### config.mk
export PLATFORM = sky130hd
export DESIGN_NAME = search_sequencer_flat
export DESIGN_NICKNAME = d
export VERILOG_FILES = /design/src/rtl/search_sequencer_pkg.sv /design/src/rtl/search_sequencer_if.sv /design/src/rtl/search_sequencer_key_fifo.sv /design/src/rtl/search_sequencer.sv /design/src/flat_wrapper.sv
export SDC_FILE = /design/constraint.sdc
export NUM_CORES = 1
export LEC_CHECK = 0
export CAP_MARGIN = 20
export CORE_UTILIZATION = 53
export CTS_BUF_LIST = sky130_fd_sc_hd__clkbuf_4 sky130_fd_sc_hd__clkbuf_8 sky130_fd_sc_hd__clkbuf_16
export DETAILED_ROUTE_END_ITERATION = 10
export PLACE_DENSITY = 0.78
export SLEW_MARGIN = 20
export SYNTH_ARGS = -nofsm -noshare
export SYNTH_HDL_FRONTEND = slang
export SYNTH_SLANG_ARGS = --single-unit
### constraint.sdc
create_clock -name clk -period 2.75 [get_ports clk]
set_clock_uncertainty 0.15 [all_clocks]
set_input_delay 0.6875 -clock clk [delete_from_list [all_inputs] [get_ports clk]]
set_output_delay 0.6875 -clock clk [all_outputs]
set_load 0.005 [all_outputs]
### src/rtl/search_sequencer_pkg.sv
// Shared types and default sizes for the search sequencer slice.
package search_pkg;

  localparam int DEF_KEY_W    = 8;
  localparam int DEF_IDX_W    = 4;
  localparam int DEF_FIFO_DEP = 4;
  localparam int DEF_MAX_WAIT = 16;

  typedef enum logic [1:0] {
    IDLE,
    LAUNCH,
    WAIT,
    OUT
  } state_t;

  typedef struct packed {
    logic [DEF_KEY_W-1:0] key;
    logic                 found;
    logic [DEF_IDX_W-1:0] idx;
    logic                 tmo;
  } result_t;

endpackage

### src/rtl/search_sequencer_if.sv
// Key stream, search-unit handshake and result stream of the search sequencer.
interface search_sequencer_if
  import search_pkg::*;
#(
  parameter int KEY_W = DEF_KEY_W,
  parameter int IDX_W = DEF_IDX_W
) ();

  logic             in_valid;
  logic [KEY_W-1:0] in_key;
  logic             in_ready;

  logic             srch_start;
  logic [KEY_W-1:0] srch_x;
  logic             srch_rdy;
  logic             srch_found;

  logic             out_valid;
  logic             out_ready;
  logic [KEY_W-1:0] out_key;
  logic             out_found;
  logic [IDX_W-1:0] out_idx;
  logic             out_tmo;

  logic             busy;

  // Sequencer side
  modport master (
    input  in_valid, in_key, srch_rdy, srch_found, out_ready,
    output in_ready, srch_start, srch_x, out_valid, out_key, out_found,
           out_idx, out_tmo, busy
  );

  // Environment side: key source, search unit and result sink
  modport slave (
    output in_valid, in_key, srch_rdy, srch_found, out_ready,
    input  in_ready, srch_start, srch_x, out_valid, out_key, out_found,
           out_idx, out_tmo, busy
  );

endinterface

### src/rtl/search_sequencer_key_fifo.sv
// Synchronous key FIFO; a push while full is taken only alongside a pop.
module key_fifo #(
  parameter int DEPTH = 4,
  parameter int WIDTH = 8,
  localparam int AW = $clog2(DEPTH),
  localparam int CW = AW + 1
) (
  input  logic             clk,
  input  logic             reset,
  input  logic             push,
  input  logic [WIDTH-1:0] din,
  input  logic             pop,
  output logic [WIDTH-1:0] dout,
  output logic             full,
  output logic             empty,
  output logic [CW-1:0]    count
);

  localparam logic [CW-1:0] FULL_CNT = CW'(DEPTH);

  logic [WIDTH-1:0] mem [DEPTH];
  logic [AW-1:0]    wr_ptr;
  logic [AW-1:0]    rd_ptr;
  logic             do_push;
  logic             do_pop;

  assign full    = (count == FULL_CNT);
  assign empty   = (count == '0);
  assign do_pop  = pop && !empty;
  assign do_push = push && (!full || do_pop);
  assign dout    = mem[rd_ptr];

  // Storage write; contents need no reset since count gates every read
  always_ff @(posedge clk) begin
    if (do_push) begin
      mem[wr_ptr] <= din;
    end
  end

  // Pointers and occupancy
  always_ff @(posedge clk) begin
    if (!reset) begin
      wr_ptr <= '0;
      rd_ptr <= '0;
      count  <= '0;
    end else begin
      if (do_push) wr_ptr <= wr_ptr + 1'b1;
      if (do_pop)  rd_ptr <= rd_ptr + 1'b1;
      case ({do_push, do_pop})
        2'b10:   count <= count + 1'b1;
        2'b01:   count <= count - 1'b1;
        default: count <= count;
      endcase
    end
  end

endmodule

### src/rtl/search_sequencer.sv
// Buffers keys, launches one ROM search per key and returns the result.
module search_sequencer
  import search_pkg::*;
#(
  parameter int KEY_W    = DEF_KEY_W,
  parameter int IDX_W    = DEF_IDX_W,
  parameter int FIFO_DEP = DEF_FIFO_DEP,
  parameter int MAX_WAIT = DEF_MAX_WAIT
) (
  input logic                clk,
  input logic                reset,
  search_sequencer_if.master bus
);

  localparam int CW = $clog2(FIFO_DEP) + 1;
  localparam logic [IDX_W:0] CNT_LAST = (IDX_W+1)'(MAX_WAIT - 1);

  state_t           state_q;
  state_t           state_d;

  logic             fifo_push;
  logic             fifo_pop;
  logic             fifo_full;
  logic             fifo_empty;
  logic [KEY_W-1:0] fifo_dout;
  logic [CW-1:0]    fifo_count;

  logic [IDX_W:0]   cnt_q;
  logic [KEY_W-1:0] key_q;
  logic [KEY_W-1:0] out_key_q;
  logic             out_found_q;
  logic [IDX_W-1:0] out_idx_q;
  logic             out_tmo_q;

  logic             cnt_clr;
  logic             cnt_inc;
  logic             cap_en;
  logic             cap_found;
  logic [IDX_W-1:0] cap_idx;
  logic             cap_tmo;

  assign fifo_push = bus.in_valid && !fifo_full;

  key_fifo #(
    .DEPTH (FIFO_DEP),
    .WIDTH (KEY_W)
  ) u_fifo (
    .clk   (clk),
    .reset (reset),
    .push  (fifo_push),
    .din   (bus.in_key),
    .pop   (fifo_pop),
    .dout  (fifo_dout),
    .full  (fifo_full),
    .empty (fifo_empty),
    .count (fifo_count)
  );

  assign bus.in_ready   = !fifo_full;
  assign bus.srch_start = (state_q == LAUNCH);
  assign bus.srch_x     = key_q;
  assign bus.out_valid  = (state_q == OUT);
  assign bus.out_key    = out_key_q;
  assign bus.out_found  = out_found_q;
  assign bus.out_idx    = out_idx_q;
  assign bus.out_tmo    = out_tmo_q;
  assign bus.busy       = (state_q != IDLE) || (fifo_count != '0);

  // Next state plus counter and result-capture controls
  always_comb begin
    state_d   = state_q;
    fifo_pop  = 1'b0;
    cnt_clr   = 1'b0;
    cnt_inc   = 1'b0;
    cap_en    = 1'b0;
    cap_found = 1'b0;
    cap_idx   = '1;
    cap_tmo   = 1'b0;
    case (state_q)
      IDLE: begin
        if (!fifo_empty) begin
          fifo_pop = 1'b1;
          state_d  = LAUNCH;
        end
      end
      LAUNCH: begin
        // srch_rdy here may still be left over from the previous search
        cnt_clr = 1'b1;
        state_d = WAIT;
      end
      WAIT: begin
        if (bus.srch_rdy) begin
          cap_en    = 1'b1;
          cap_found = bus.srch_found;
          cap_idx   = bus.srch_found ? cnt_q[IDX_W-1:0] : '1;
          state_d   = OUT;
        end else if (cnt_q == CNT_LAST) begin
          cap_en  = 1'b1;
          cap_tmo = 1'b1;
          state_d = OUT;
        end else begin
          cnt_inc = 1'b1;
        end
      end
      OUT: begin
        if (bus.out_ready) state_d = IDLE;
      end
      default: state_d = IDLE;
    endcase
  end

  // State register, key under search, wait counter and result fields
  always_ff @(posedge clk) begin
    if (!reset) begin
      state_q     <= IDLE;
      cnt_q       <= '0;
      key_q       <= '0;
      out_key_q   <= '0;
      out_found_q <= 1'b0;
      out_idx_q   <= '0;
      out_tmo_q   <= 1'b0;
    end else begin
      state_q <= state_d;
      if (fifo_pop) key_q <= fifo_dout;
      if (cnt_clr) begin
        cnt_q <= '0;
      end else if (cnt_inc && (cnt_q != CNT_LAST)) begin
        cnt_q <= cnt_q + 1'b1;
      end
      if (cap_en) begin
        out_key_q   <= key_q;
        out_found_q <= cap_found;
        out_idx_q   <= cap_idx;
        out_tmo_q   <= cap_tmo;
      end
    end
  end

endmodule

### src/flat_wrapper.sv
// flat-port wrapper written by rule: the top's interface ports become plain ports
module search_sequencer_flat import search_pkg::*;
#(
  parameter int KEY_W    = DEF_KEY_W,
  parameter int IDX_W    = DEF_IDX_W,
  parameter int FIFO_DEP = DEF_FIFO_DEP,
  parameter int MAX_WAIT = DEF_MAX_WAIT
)
  (clk, reset, bus_in_valid, bus_in_key, bus_srch_rdy, bus_srch_found, bus_out_ready, bus_in_ready, bus_srch_start, bus_srch_x, bus_out_valid, bus_out_key, bus_out_found, bus_out_idx, bus_out_tmo, bus_busy);
  search_sequencer_if #(.KEY_W(KEY_W), .IDX_W(IDX_W)) bus_i ();
  input logic clk;
  input logic reset;
  input wire logic [$bits(bus_i.in_valid)-1:0] bus_in_valid;
  input wire logic [$bits(bus_i.in_key)-1:0] bus_in_key;
  input wire logic [$bits(bus_i.srch_rdy)-1:0] bus_srch_rdy;
  input wire logic [$bits(bus_i.srch_found)-1:0] bus_srch_found;
  input wire logic [$bits(bus_i.out_ready)-1:0] bus_out_ready;
  output wire logic [$bits(bus_i.in_ready)-1:0] bus_in_ready;
  output wire logic [$bits(bus_i.srch_start)-1:0] bus_srch_start;
  output wire logic [$bits(bus_i.srch_x)-1:0] bus_srch_x;
  output wire logic [$bits(bus_i.out_valid)-1:0] bus_out_valid;
  output wire logic [$bits(bus_i.out_key)-1:0] bus_out_key;
  output wire logic [$bits(bus_i.out_found)-1:0] bus_out_found;
  output wire logic [$bits(bus_i.out_idx)-1:0] bus_out_idx;
  output wire logic [$bits(bus_i.out_tmo)-1:0] bus_out_tmo;
  output wire logic [$bits(bus_i.busy)-1:0] bus_busy;
  assign bus_i.in_valid = bus_in_valid;
  assign bus_i.in_key = bus_in_key;
  assign bus_i.srch_rdy = bus_srch_rdy;
  assign bus_i.srch_found = bus_srch_found;
  assign bus_i.out_ready = bus_out_ready;
  assign bus_in_ready = bus_i.in_ready;
  assign bus_srch_start = bus_i.srch_start;
  assign bus_srch_x = bus_i.srch_x;
  assign bus_out_valid = bus_i.out_valid;
  assign bus_out_key = bus_i.out_key;
  assign bus_out_found = bus_i.out_found;
  assign bus_out_idx = bus_i.out_idx;
  assign bus_out_tmo = bus_i.out_tmo;
  assign bus_busy = bus_i.busy;
  search_sequencer #(.KEY_W(KEY_W), .IDX_W(IDX_W), .FIFO_DEP(FIFO_DEP), .MAX_WAIT(MAX_WAIT)) u_core (.clk(clk), .reset(reset), .bus(bus_i));
endmodule
* Word-level counts from Yosys, hierarchy flattened
Memory sizes are Yosys's and may differ from the RTL's. A register that Yosys moved wholly into a read port is not among the register bits.
Cells that the tools add are included.
** Storage, ports and cells
- Register bits after elaboration :: 28
- Latch bits :: 0
- Bits in writable memories :: 32
- Memory bits (read-only) :: 0
- Bits of input ports :: 14
- Output and inout port bits :: 26
- Word-level logic and storage cells :: 67
- Memories :: 1
** Memory list
- u_core.u_fifo.mem :: words 4, bits a word 8, read ports 1, clocked after memory_dff 1, wr ports 1, line search_sequencer_key_fifo.sv:21 : logic [WIDTH-1:0] mem [DEPTH];
** Cells by class
- Add/subtract/negate cells :: 5
- $mul :: 0
- Divide/modulo/power cells :: 0
- $lt $le $gt $ge :: 0
- Equal/unequal tests :: 11
- Shift-type cells :: 0
- Muxes and demuxes :: 24
- Bitwise gates (word level) :: 1
- Reductions and logical operators :: 16
** Operator list (count)
- $mux W1 :: 15
- $mux W4 :: 3
- $mux W2 :: 4
- $pmux W2 S4 :: 1
- $eq A2 B2 Y1 const B :: 3
- $pmux W3 S2 :: 1
- $add A5 B1 Y5 const B :: 1
- $eq A5 B4 Y1 const B :: 1
- $ne A5 B4 Y1 const B :: 1
- $add A2 B1 Y2 const B :: 2
- $eq A2 B1 Y1 const B :: 2
- $logic_and A1 B1 Y1 :: 4
- $ne A2 B2 Y1 const B :: 2
- $reduce_bool A2 Y1 :: 2
- $add A3 B1 Y3 const B :: 1
- $eq A3 B3 Y1 const B :: 1
- $logic_not A1 Y1 :: 3
- $logic_not A3 Y1 :: 1
- $ne A3 B2 Y1 const B :: 1
- $reduce_and A3 Y1 :: 1
- $reduce_bool A3 Y1 :: 1
- $sub A3 B1 Y3 const B :: 1
- $logic_not A2 Y1 :: 1
- $logic_or A1 B1 Y1 :: 2
- 2 further kinds :: 2

* Logic depth before layout (Yosys ltp)
Gate-level depths: netlist of run 1.
- Word-level depth :: 8
- Mapped depth :: 10
- Mapped depth without buffers :: 9

* By module
A second synthesis of run 1 with hierarchy kept.
** Unflattened totals
- Cells, all modules :: 246
- Area, all modules :: 2992.9 um^2
** Modules (own cells, without submodules)
- key_fifo :: instances 1, cells each 109, area an instance 1721.7 um^2, sequential area each 1141.1 um^2
- search_sequencer :: instances 1, cells each 137, area an instance 1271.2 um^2, sequential area each 580.6 um^2

* Worst setup path after synthesis of run 1
Ideal clock, no wire load.
- Path kind :: register -> register
- Start point :: reg u_core.state_q[0]
- End point :: reg u_core.u_fifo.count[2]
- Library setup time :: 0.070 ns
- Arrival :: 2.122 ns
- Required time :: 2.530 ns
- Slack :: 0.408 ns
- Cell stages (with the launch flop) :: 11
- Buffers on the path :: 1
- Period minus slack after synthesis :: 2.342 ns
- Cells stage by stage :: dfxtp_1 -> inv_1 -> ha_1 -> o31a_1 -> buf_2 -> ha_1 -> inv_1 -> fa_1 -> xor2_1 -> or3_1 -> a21oi_1
** Between the ends
- Cells in the longest elaborated chain, start to end :: 7
- Elaborated cells between the ends (all ways) :: 9
- Those cells by class :: 2 x eq/ne; 2 x mux; 5 x reduce/logical
** RTL lines
- start: declaration :: line search_sequencer.sv:18 : state_t state_q;
- start signal: assignment :: line search_sequencer.sv:123 : state_q <= state_d;
- $logic_not A2 Y1 (*) :: line search_sequencer.sv:79 : case (state_q)
- $mux W1 (*) :: line search_sequencer.sv:79
- named net u_core.fifo_pop :: line search_sequencer.sv:22 : logic fifo_pop;
- $logic_and A1 B1 Y1 (*) :: line search_sequencer_key_fifo.sv:29 : assign do_pop = pop && !empty;
- $logic_or A1 B1 Y1 :: line search_sequencer_key_fifo.sv:30 : assign do_push = push && (!full || do_pop);
- $logic_and A1 B1 Y1 :: line search_sequencer_key_fifo.sv:30
- $eq A2 B1 Y1 / $eq A2 B2 Y1 (equally long branches) :: line search_sequencer_key_fifo.sv:49 : case ({do_push, do_pop})
- $pmux W3 S2 / $reduce_bool A2 Y1 (equally long branches)
- end signal: assignment :: line search_sequencer_key_fifo.sv:50 : 2'b10: count <= count + 1'b1;
- end signal: assignment :: line search_sequencer_key_fifo.sv:51 : 2'b01: count <= count - 1'b1;
- end signal: assignment :: line search_sequencer_key_fifo.sv:52 : default: count <= count;
- end: declaration :: line search_sequencer_key_fifo.sv:16 : output logic [CW-1:0] count
The timed path passes the listed nets; every way through them passes the cells marked *.
A chain may end at the register's enable or synchronous reset.

* Worst setup path in the final report of run 1
- Start point :: reg u_core.u_fifo.count[2]
- End point :: out bus_in_ready
** Between the ends
- Cells in the longest elaborated chain, start to end :: 2
** RTL lines
- $eq A3 B3 Y1 :: line search_sequencer_key_fifo.sv:27 : assign full = (count == FULL_CNT);
- $logic_not A1 Y1 :: line search_sequencer.sv:59 : assign bus.in_ready = !fifo_full;
- end: declaration :: line flat_wrapper.sv:18 : output wire logic [$bits(bus_i.in_ready)-1:0] bus_in_ready;
No other way between the ends.

==> metrics.yaml, run 1 <==
run_status:
  outcome: "finished, final reports clean"
power_and_ir_drop:
  power.density_mw_per_mm2: 893
  p_seq_frac: 0.446
  switching_share: 0.291
  ir_drop_v: 0.000484
  p_clk_frac: 0.279
  p_int_mw: 2.16
  p_comb_frac: 0.276
  p_switching_uw: 888
  leakagePower_nw: 1.21
placement:
  gp_congestion: 0.702
  pre_cts_ws_ps: 114
  hpwl_um: 3570
  place_inst: 319
  port_buffers: 39
global_routing:
  grt_overflow: 0
  grt_max_degree: 14
  grt_pass1_vias: 1670
  grt_pass1_wl_um: 8170
  track_usage: 0.214
  antenna_found_initial: 0
detailed_routing:
  wirelength_um: 5060
  dr.pass1.iters: 4
  wl_per_cell_um: 15.1
  via_per_inst: 5.41
  post-route-drc-count: 0
  vias: 1811
  detail-route-antenna-nets: 0
  dr.first_iter.drc_count: 81
clock_network:
  post_cts_resized: 0
  cts_sinks: 68
  htree_levels: 3
  cts_tree: "yes"
  cts_buffers: 9
  clk_path_buf_depth: 2
  post_cts_buffers: 0
  postCtsHoldBufs: 0
  clk_latency_ps: 340
  clk_pin_slew_ps: 80
  cts-root-buf: "clkbuf_8"
die:
  start_util: 0.566
  io_pins: 40
  coreArea_mm2: 0.00485
  die-area_mm2: 0.00547
  die_w_um: 74.0
  rows: 25
  die_h_um: 74.0
sta:
  max_slew.worst_pin.slew_ps: 637
  rsz0062_at_grt: "false"
  hold_ws_ps: 303
  slew_headroom: 0.575
  drv_slew: 0
  setup_ws_ps: 136
  fin_crit_sh: 0.950
  max_freq_mhz: 383
  setup_viol: 0
  hold_viol_final: 0
  fin_tns_setup_ps: 0
  fin_crit_ps: 2610
flow_run:
  maxCapViolations: 0
layout:
  post-route-util: 0.705
  drive_gt1_frac: 0.116
  finalNonFillerCells: 335
  areaGrowthSynthToFinish_pct: 24.5
  antenna_cells: 0
  num-nets-final: 290
synth:
  yosys-top-cells-count: "dfxtp_1, edfxtp_1, nand2_1"
  synth.top_cell.area_share: 0.350
  synth_flop_cell: "dfxtp_1"
  synthTopCellsByArea: "edfxtp_1, dfxtp_1, mux4_2"
  syn_area_per_cell_um2: 12.5
  synth_cells: 219
  synth_nets: 246
  syn_area_mm2: 0.00275
  yosys_warnings: 0
  synthMostInstantiatedCell: "dfxtp_1"
  yosysSeqAreaShare: 0.613
  async_flop_share: 0
  synth_edf_count: 32
  ys_seq_elements: 68
  yosysUniqueCellTypes: 35
  synth_top_cell_by_area: "edfxtp_1"
critical_path:
  crit_path_end_kind: "output port"
  cpLargestDelayFamily: "simple AND/OR/NAND/NOR gates"
  crit_chain: "or3b_1 > clkdlybuf4s50_1"
  critical_path_class: "reg2out"
  crit_path_max_incr_delay_ps: 520
  cp_num_buf_inv: 1
  critPathSlowestCell: "or3b_1"
  ff2ff_path_depth: 8
  required_ps: 1910
  path_max_fanout: 10
  cp_num_cells: 2
  cp.arrival_ps: 1780
  start_kind: "flop"
worst_hold_path:
  min_path_cells: 2
  min_path_type: "reg2reg"
## cells in the final DEF (no fill, tap or decap), types with 5 or more instances in the layout
master	count
a21oi_1	15
and3_1	5
buf_4	5
clkbuf_8	9
clkdlybuf4s50_1	39
dfxtp_1	36
edfxtp_1	32
ha_1	12
inv_1	10
mux4_2	8
nand2_1	30
nor2_1	13
o2bb2ai_1	8
## registers in the layout, indices dropped and copies added, names as in the netlist
name and flops:
u_core.bus.out_tmo 1, u_core.bus.out_idx 4, u_core.bus.srch_x 8, u_core.state_q 2
u_core.u_fifo.mem 32, u_core.bus.out_key 8, u_core.u_fifo.rd_ptr 2, u_core.u_fifo.count 3
u_core.u_fifo.wr_ptr 2, u_core.bus.out_found 1, u_core.cnt_q 5
## cell type report
class / count / area [um2]
clock buffer: 12 / 164
clock inverter: 4 / 47.5
fill: 358 / 1430
inverter: 10 / 37.5
multi-input combinational: 130 / 976
sequential: 68 / 1680
tap: 67 / 83.8
timing repair buffer: 44 / 428
## power groups by stage
stage / combinational (mW) / sequential (mW) / clock (mW)
final: 0.841 / 1.36 / 0.850
after global routing: 0.937 / 1.38 / 0.916
after CTS: 0.848 / 1.36 / 0.870
after detailed placement: 0.844 / 1.38 / 0
after global placement: 0.816 / 1.37 / 0
after floorplan: 0.549 / 1.32 / 0
## logic make-up after synthesis
kind of cell / share of synthesized area
adders and majority gates: 0.0620
AOI/OAI and AO/OA: 0.0948
and+or+nand+nor: 0.103
DFF: 0.613
buffers and inverters: 0.0319
xor gates and xnor gates: 0.0191
muxes: 0.0766
## per-stage QoR
stage	power, mW	cell area (um2)
2_1_floorplan	1.87	2750
3_3_place_gp	2.19	3210
3_5_place_dp	2.23	3210
4_1_cts	3.08	3420
5_1_grt	3.24	3420
6_report	3.05	3420
## layer usage
metal / GRT usage / part of all wire / vias up
met3: 0.0528 / 0.041 / 5
met5: 0 / 0 / -
met2: 0.349 / 0.51 / 43
met4: 0.115 / 0.012 / 0
met1: 0.263 / 0.44 / 888
li1: - / - / 875
## worst reg2reg max path, delay by kind of cell (launching register included)
| kind | cells | cell delay [ps] |
|---|---|---|
| AO/OA/AOI/OAI | 1 | 150 |
| XOR/XNOR | 1 | 150 |
| adder cells (fa/ha/maj) | 2 | 550 |
| buffers and inverters | 1 | 60 |
| flip-flops | 1 | 430 |
| AND/OR/NAND/NOR | 3 | 940 |
## worst paths after layout
kind / startpoint / end / slack [ps]
max: u_core.u_fifo.count[2] / bus_in_ready / 140
min: u_core.bus.out_found / u_core.bus.out_found / 300
max reg2reg: u_core.u_fifo.count[2] / u_core.u_fifo.count[2] / 250
min reg2reg: u_core.bus.out_found / u_core.bus.out_found / 300
No activity file was read; power rests on OpenSTA's default activity.
==> inputs of run 2 (changes only) <==
- SLEW_MARGIN: 20 -> not set
==> results of run 2 <==
No change in the layout: final DEF, timing and power equal those of run 1.
==> inputs of run 3 (changes only) <==
- CORE_UTILIZATION: 53 -> 51
- PLACE_DENSITY: 0.78 -> 0.76
==> run 3 against run 2 <==
  * Setup slack gained 18 ps
  * Power is 2.7% lower
  * Clock power decreased by 7.9%
  * Die area is 3.8% higher
  * Sequential power hardly changed
  * Largest cell class unchanged
==> metrics.yaml, run 3 (same netlist as run 1, synthesis figures left out) <==
sta:
  hold_viol_final: 0
  fin_crit_ps: 2600
  setup_viol: 0
  drv_slew: 0
  max_freq_mhz: 385
  rsz0062_at_grt: "false"
  setup_ws_ps: 154
  max_slew.worst_pin.slew_ps: 614
  slew_headroom: 0.590
  fin_crit_sh: 0.944
  fin_tns_setup_ps: 0
clock_network:
  post_cts_buffers: 0
  clk_path_buf_depth: 2
  cts_buffers: 9
  cts_tree: "yes"
  clk_pin_slew_ps: 70
  clk_latency_ps: 340
  post_cts_resized: 0
  postCtsHoldBufs: 0
  htree_levels: 3
  cts-root-buf: "clkbuf_8"
  cts_sinks: 68
detailed_routing:
  dr.first_iter.drc_count: 84
  wirelength_um: 4890
  dr.pass1.iters: 4
  wl_per_cell_um: 14.5
  post-route-drc-count: 0
  vias: 1778
  via_per_inst: 5.26
  detail-route-antenna-nets: 0
power_and_ir_drop:
  switching_share: 0.298
  power.density_mw_per_mm2: 873
  p_int_mw: 2.08
  leakagePower_nw: 1.19
  p_seq_frac: 0.457
  p_comb_frac: 0.279
  ir_drop_v: 0.000487
  p_clk_frac: 0.264
  p_switching_uw: 886
layout:
  final_common_cell: "clkdlybuf4s50_1"
  drive_gt1_frac: 0.112
  mostFrequentLayoutCells: "clkdlybuf4s50_1, dfxtp_1, edfxtp_1"
  top_register: "u_core.u_fifo.mem"
  num-nets-final: 290
  antenna_cells: 0
  areaGrowthSynthToFinish_pct: 23.9
  largest_register_ff_count: 32
global_routing:
  grt_pass1_wl_um: 7790
  grt_pass1_vias: 1708
  grt_overflow: 0
  grt_max_degree: 15
  track_usage: 0.193
  antenna_found_initial: 0
critical_path:
  crit_path_end_kind: "output port"
  path_max_fanout: 10
  r2r_slack_ps: 280
  start_kind: "flop"
  critical_path_class: "reg2out"
  required_ps: 1910
  cp.arrival_ps: 1760
die:
  start_util: 0.534
  io_pins: 40
  die_w_um: 75.4
  coreArea_mm2: 0.00514
  rows: 26
  die-area_mm2: 0.00568
  die_h_um: 75.4
placement:
  hpwl_um: 3470
  gp_congestion: 0.697
  pre_cts_ws_ps: 135
  port_buffers: 39
run_status:
  outcome: "finished, final reports clean"
flow_run:
  maxCapViolations: 0
worst_hold_path:
  min_path_type: "reg2reg"
[run 3: changes by cell type in the layout (fill, tap and decap cells not counted)]
cell	delta
clkbuf_4	-2
clkbuf_16	-1
clkinv_1	+1
clkinv_4	+1
clkinvlp_4	+1
[run 3: routing by layer]
layer,global-route usage,wire length [um],vias up
met5,0,0,-
met4,0.0926,76,0
met3,0.0450,291,11
met2,0.328,2450,54
met1,0.232,2070,831
li1,-,-,882
[run 3: worst paths after layout]
check                          from                endpoint  cells past startpoint
max reg2reg  u_core.u_fifo.count[2]  u_core.u_fifo.count[2]                      8
max          u_core.u_fifo.count[2]            bus_in_ready                      2
min reg2reg   u_core.bus.out_key[2]   u_core.bus.out_key[2]                      2
min           u_core.bus.out_key[2]   u_core.bus.out_key[2]                      2
[run 3: layout make-up]
type                    instances  area (um2)
fillers                       424        1740
clock inverters                 7        67.6
flip-flops and latches         68        1680
clock buffers                   9         124
repair buffers                 44         428
inverters                      10        37.5
well taps                      70        87.6
multi-input cells             130         976
[run 3: per-stage QoR]
| stage | hold slack (ps) | area [um2] | instances | util | total power [mW] |
|---|---|---|---|---|---|
| 2_1_floorplan | 303 | 2750 | 219 | - | 1.87 |
| 3_3_place_gp | 293 | 3210 | 322 | 0.625 | 2.19 |
| 3_5_place_dp | 296 | 3210 | 322 | 0.625 | 2.22 |
| 4_1_cts | 306 | 3400 | 338 | 0.662 | 2.99 |
| 5_1_grt | 332 | 3400 | 338 | 0.662 | 3.14 |
| 6_report | 306 | 3400 | 338 | 0.662 | 2.97 |
[run 3: worst max-delay path: stages, from the launching register on]
cell and delay, ps:
dfxtp_1 420, or3b_1 510, clkdlybuf4s50_1 490
[run 3: power by group through the flow]
stage                     Clock (mW)  Sequential (mW)  Combinational [mW]
after floorplan                    0             1.32               0.549
after detailed placement           0             1.38               0.836
final                          0.783             1.36               0.830
after CTS                      0.794             1.36               0.840
after global placement             0             1.37               0.814
after global routing           0.838             1.38               0.918
==> variant: new RTL, settings of run 1 <==
Change the package constant `DEF_MAX_WAIT` from 16 to 15.
--- a/src/rtl/search_sequencer_pkg.sv
+++ b/src/rtl/search_sequencer_pkg.sv
@@ -4,7 +4,7 @@
   localparam int DEF_KEY_W    = 8;
   localparam int DEF_IDX_W    = 4;
   localparam int DEF_FIFO_DEP = 4;
-  localparam int DEF_MAX_WAIT = 16;
+  localparam int DEF_MAX_WAIT = 15;
 
   typedef enum logic [1:0] {
     IDLE,
Function: no difference found for any inputs over 10 cycles, from zero or initial values and one cycle with reset low; that may be too few to reach the edited logic, so the function may still have changed.
==> variant against run 1 <==
Wire length down 6.3%. Setup slack better by 0.023 ns. Clock power up 2.8%. Critical endpoint is now bus_busy. Combinational power down 3.0%. Power down 1.0%. Synthesized area up 2.8%. Cell area up 1.7%. Sequential cell count unchanged.
==> variant: results (changes against run 1) <==
Placed design
  – Placed cell count: 312 (was 319)
  – Dpl ws: 0.1382 ns (was 0.1137 ns)
  – Routability cong.: 0.7325 (was 0.7017)
  – Dpl cell area: 3269 µm² (was 3207 µm²)
  – Hpwl dp: 3309 µm (was 3565 µm)

Critical path
  – Crit path max fanout: 4 (was 10)
  – CP delay by family, top: simple AND/OR/NAND/NOR gates (unchanged)
  – Setup crit start: u_core.state_q[0]$_SDFFE_PN0P_ (was u_core.u_fifo.count[2]$_SDFFE_PN0P_)
  – FF-to-FF setup slack: 0.27 ns (was 0.25 ns)
  – Arrival time worst endpoint: 1.75 ns (was 1.78 ns)
  – Crit-path slowest cell: or4b_4 (was or3b_1)
  – CP peak stage delay: 0.49 ns (was 0.52 ns)
  – Worst r2r src: u_core.u_fifo.count[2]$_SDFFE_PN0P_ (unchanged)

Clocking
  – Total CTS buffers: 9 (unchanged)
  – Clock-pin slew on the worst setup and hold paths: 0.08 ns (about the same)
  – Clock Tree Buf Depth: 2 (unchanged)
  – Buffer count from post-CTS setup fixing: 0 (unchanged)
  – Resized Gates After CTS: 1 (was 0)

Finish
  – Max FFs per register: 32 (unchanged)
  – Layout cells sized above 1: 14.01% (was 11.57%)
  – Most flop-heavy register: u_core.u_fifo.mem (unchanged)
  – FILL cells: 403 (was 358)
  – Inserted Diodes: 0 (unchanged)
  – Nets: 280 (was 290)

Drt
  – Iteration-0 DRC Markers: 110 (was 81)
  – WL/cell: 14.49 µm (was 15.10 µm)
  – Final WL: 4739 µm (was 5060 µm)
  – Via density: 5.422 (was 5.406)
  – DRT Pass-1 Iters: 5 (was 4)

Global routing
  – GRT Util Overall: 19.56% (was 21.39%)
  – Pin count of the biggest net entering global routing: 15 (was 14)
  – First-pass GRT wire length: 7893 µm (was 8169 µm)
  – Vias in the first global route: 1700 (was 1670)

STA
  – Minimum hold slack: 0.3048 ns (was 0.3031 ns)
  – Final min period: 2.591 ns (was 2.614 ns)
  – Max_slew headroom: 59.53% (was 57.47%)

Power and ir drop
  – Worst vdd ir: 0.0004368 V (was 0.0004836 V)
  – Switching power: 833.3 µW (was 887.7 µW)
  – LEAKAGE: 1.208 nW (was 1.207 nW)

Logic synthesis
  – Top cells by count, synth: dfxtp_1, edfxtp_1, nand2_1 (unchanged)
  – Netlist cell types: 43 (was 35)
  – Synth async-reset ratio: 0% (unchanged)
  – Seq/Total Area, Yosys: 59.60% (was 61.26%)
  – Ys flop type: dfxtp_1 (unchanged)
  – Net count after synthesis: 237 (was 246)
  – Synthesized area per cell: 13.44 µm² (was 12.53 µm²)
  – Largest cells by area after synthesis: edfxtp_1, dfxtp_1, mux4_2, ha_1, mux2i_1 (was edfxtp_1, dfxtp_1, mux4_2, ha_1, nand2_1)

Min path
  – Worst hold start: u_core.bus.out_key[7]$_SDFFE_PN0P_ (was u_core.bus.out_found$_SDFFE_PN0P_)

Run status
  – Outcome: completed (unchanged)
## variant: power by group through the flow
stage	sequential (mW)	combinational, mW	clock (mW)
floorplan	1.31	0.548	0
global placement	1.35	0.807	0
detailed placement	1.36	0.828	0
CTS	1.33	0.823	0.888
global route	1.36	0.902	0.933
finish	1.33	0.816	0.874
## variant: worst reg2reg max path, stage by stage, from the launching register on
cell	delay (ns)
dfxtp_1	0.40
or3b_1	0.52
nand2_1	0.13
ha_1	0.18
inv_1	0.06
fa_1	0.37
xor2_1	0.15
or3_1	0.31
a21oi_1	0.14
## variant: logic make-up (layout without fill, tap and decap cells)
group / count (synthesis) / after routing / synth area share, %
xor gates and xnor gates: 4 / 4 / 1.242
and+or+nand+nor: 48 / 48 / 8.870
muxes: 17 / 17 / 9.579
adders and majority gates: 13 / 13 / 6.031
DFF: 68 / 68 / 59.60
AOI/OAI and AO/OA: 38 / 38 / 11.09
buffers and inverters: 22 / 69 / 3.592
## variant: final timing paths
kind | to | cells after the start
worst max register to register | u_core.u_fifo.count[2]$_SDFFE_PN0P_ | 8
worst min-delay path | u_core.bus.out_key[7]$_SDFFE_PN0P_ | 2
worst min register to register | u_core.bus.out_key[7]$_SDFFE_PN0P_ | 2
worst max-delay path | bus_busy | 4
## variant: cell type report
class	count	area (µm²)	area share, %
Clock inverter	5	77.57	2.231
Clock buffer	10	131.4	3.778
Timing Repair Buffer	43	419.2	12.05
Sequential cell	68	1682	48.36
Inverter	11	41.29	1.187
Multi-Input combinational cell	120	1039	29.87
Tap cell	70	87.58	2.519
## variant: per-layer routing
layer,vias up,wire [µm],track usage (%)
met2,46,2160,29.63
met4,0,87,10.27
met3,9,240,5.489
met5,-,0,0
met1,846,2252,25.80
li1,872,-,-
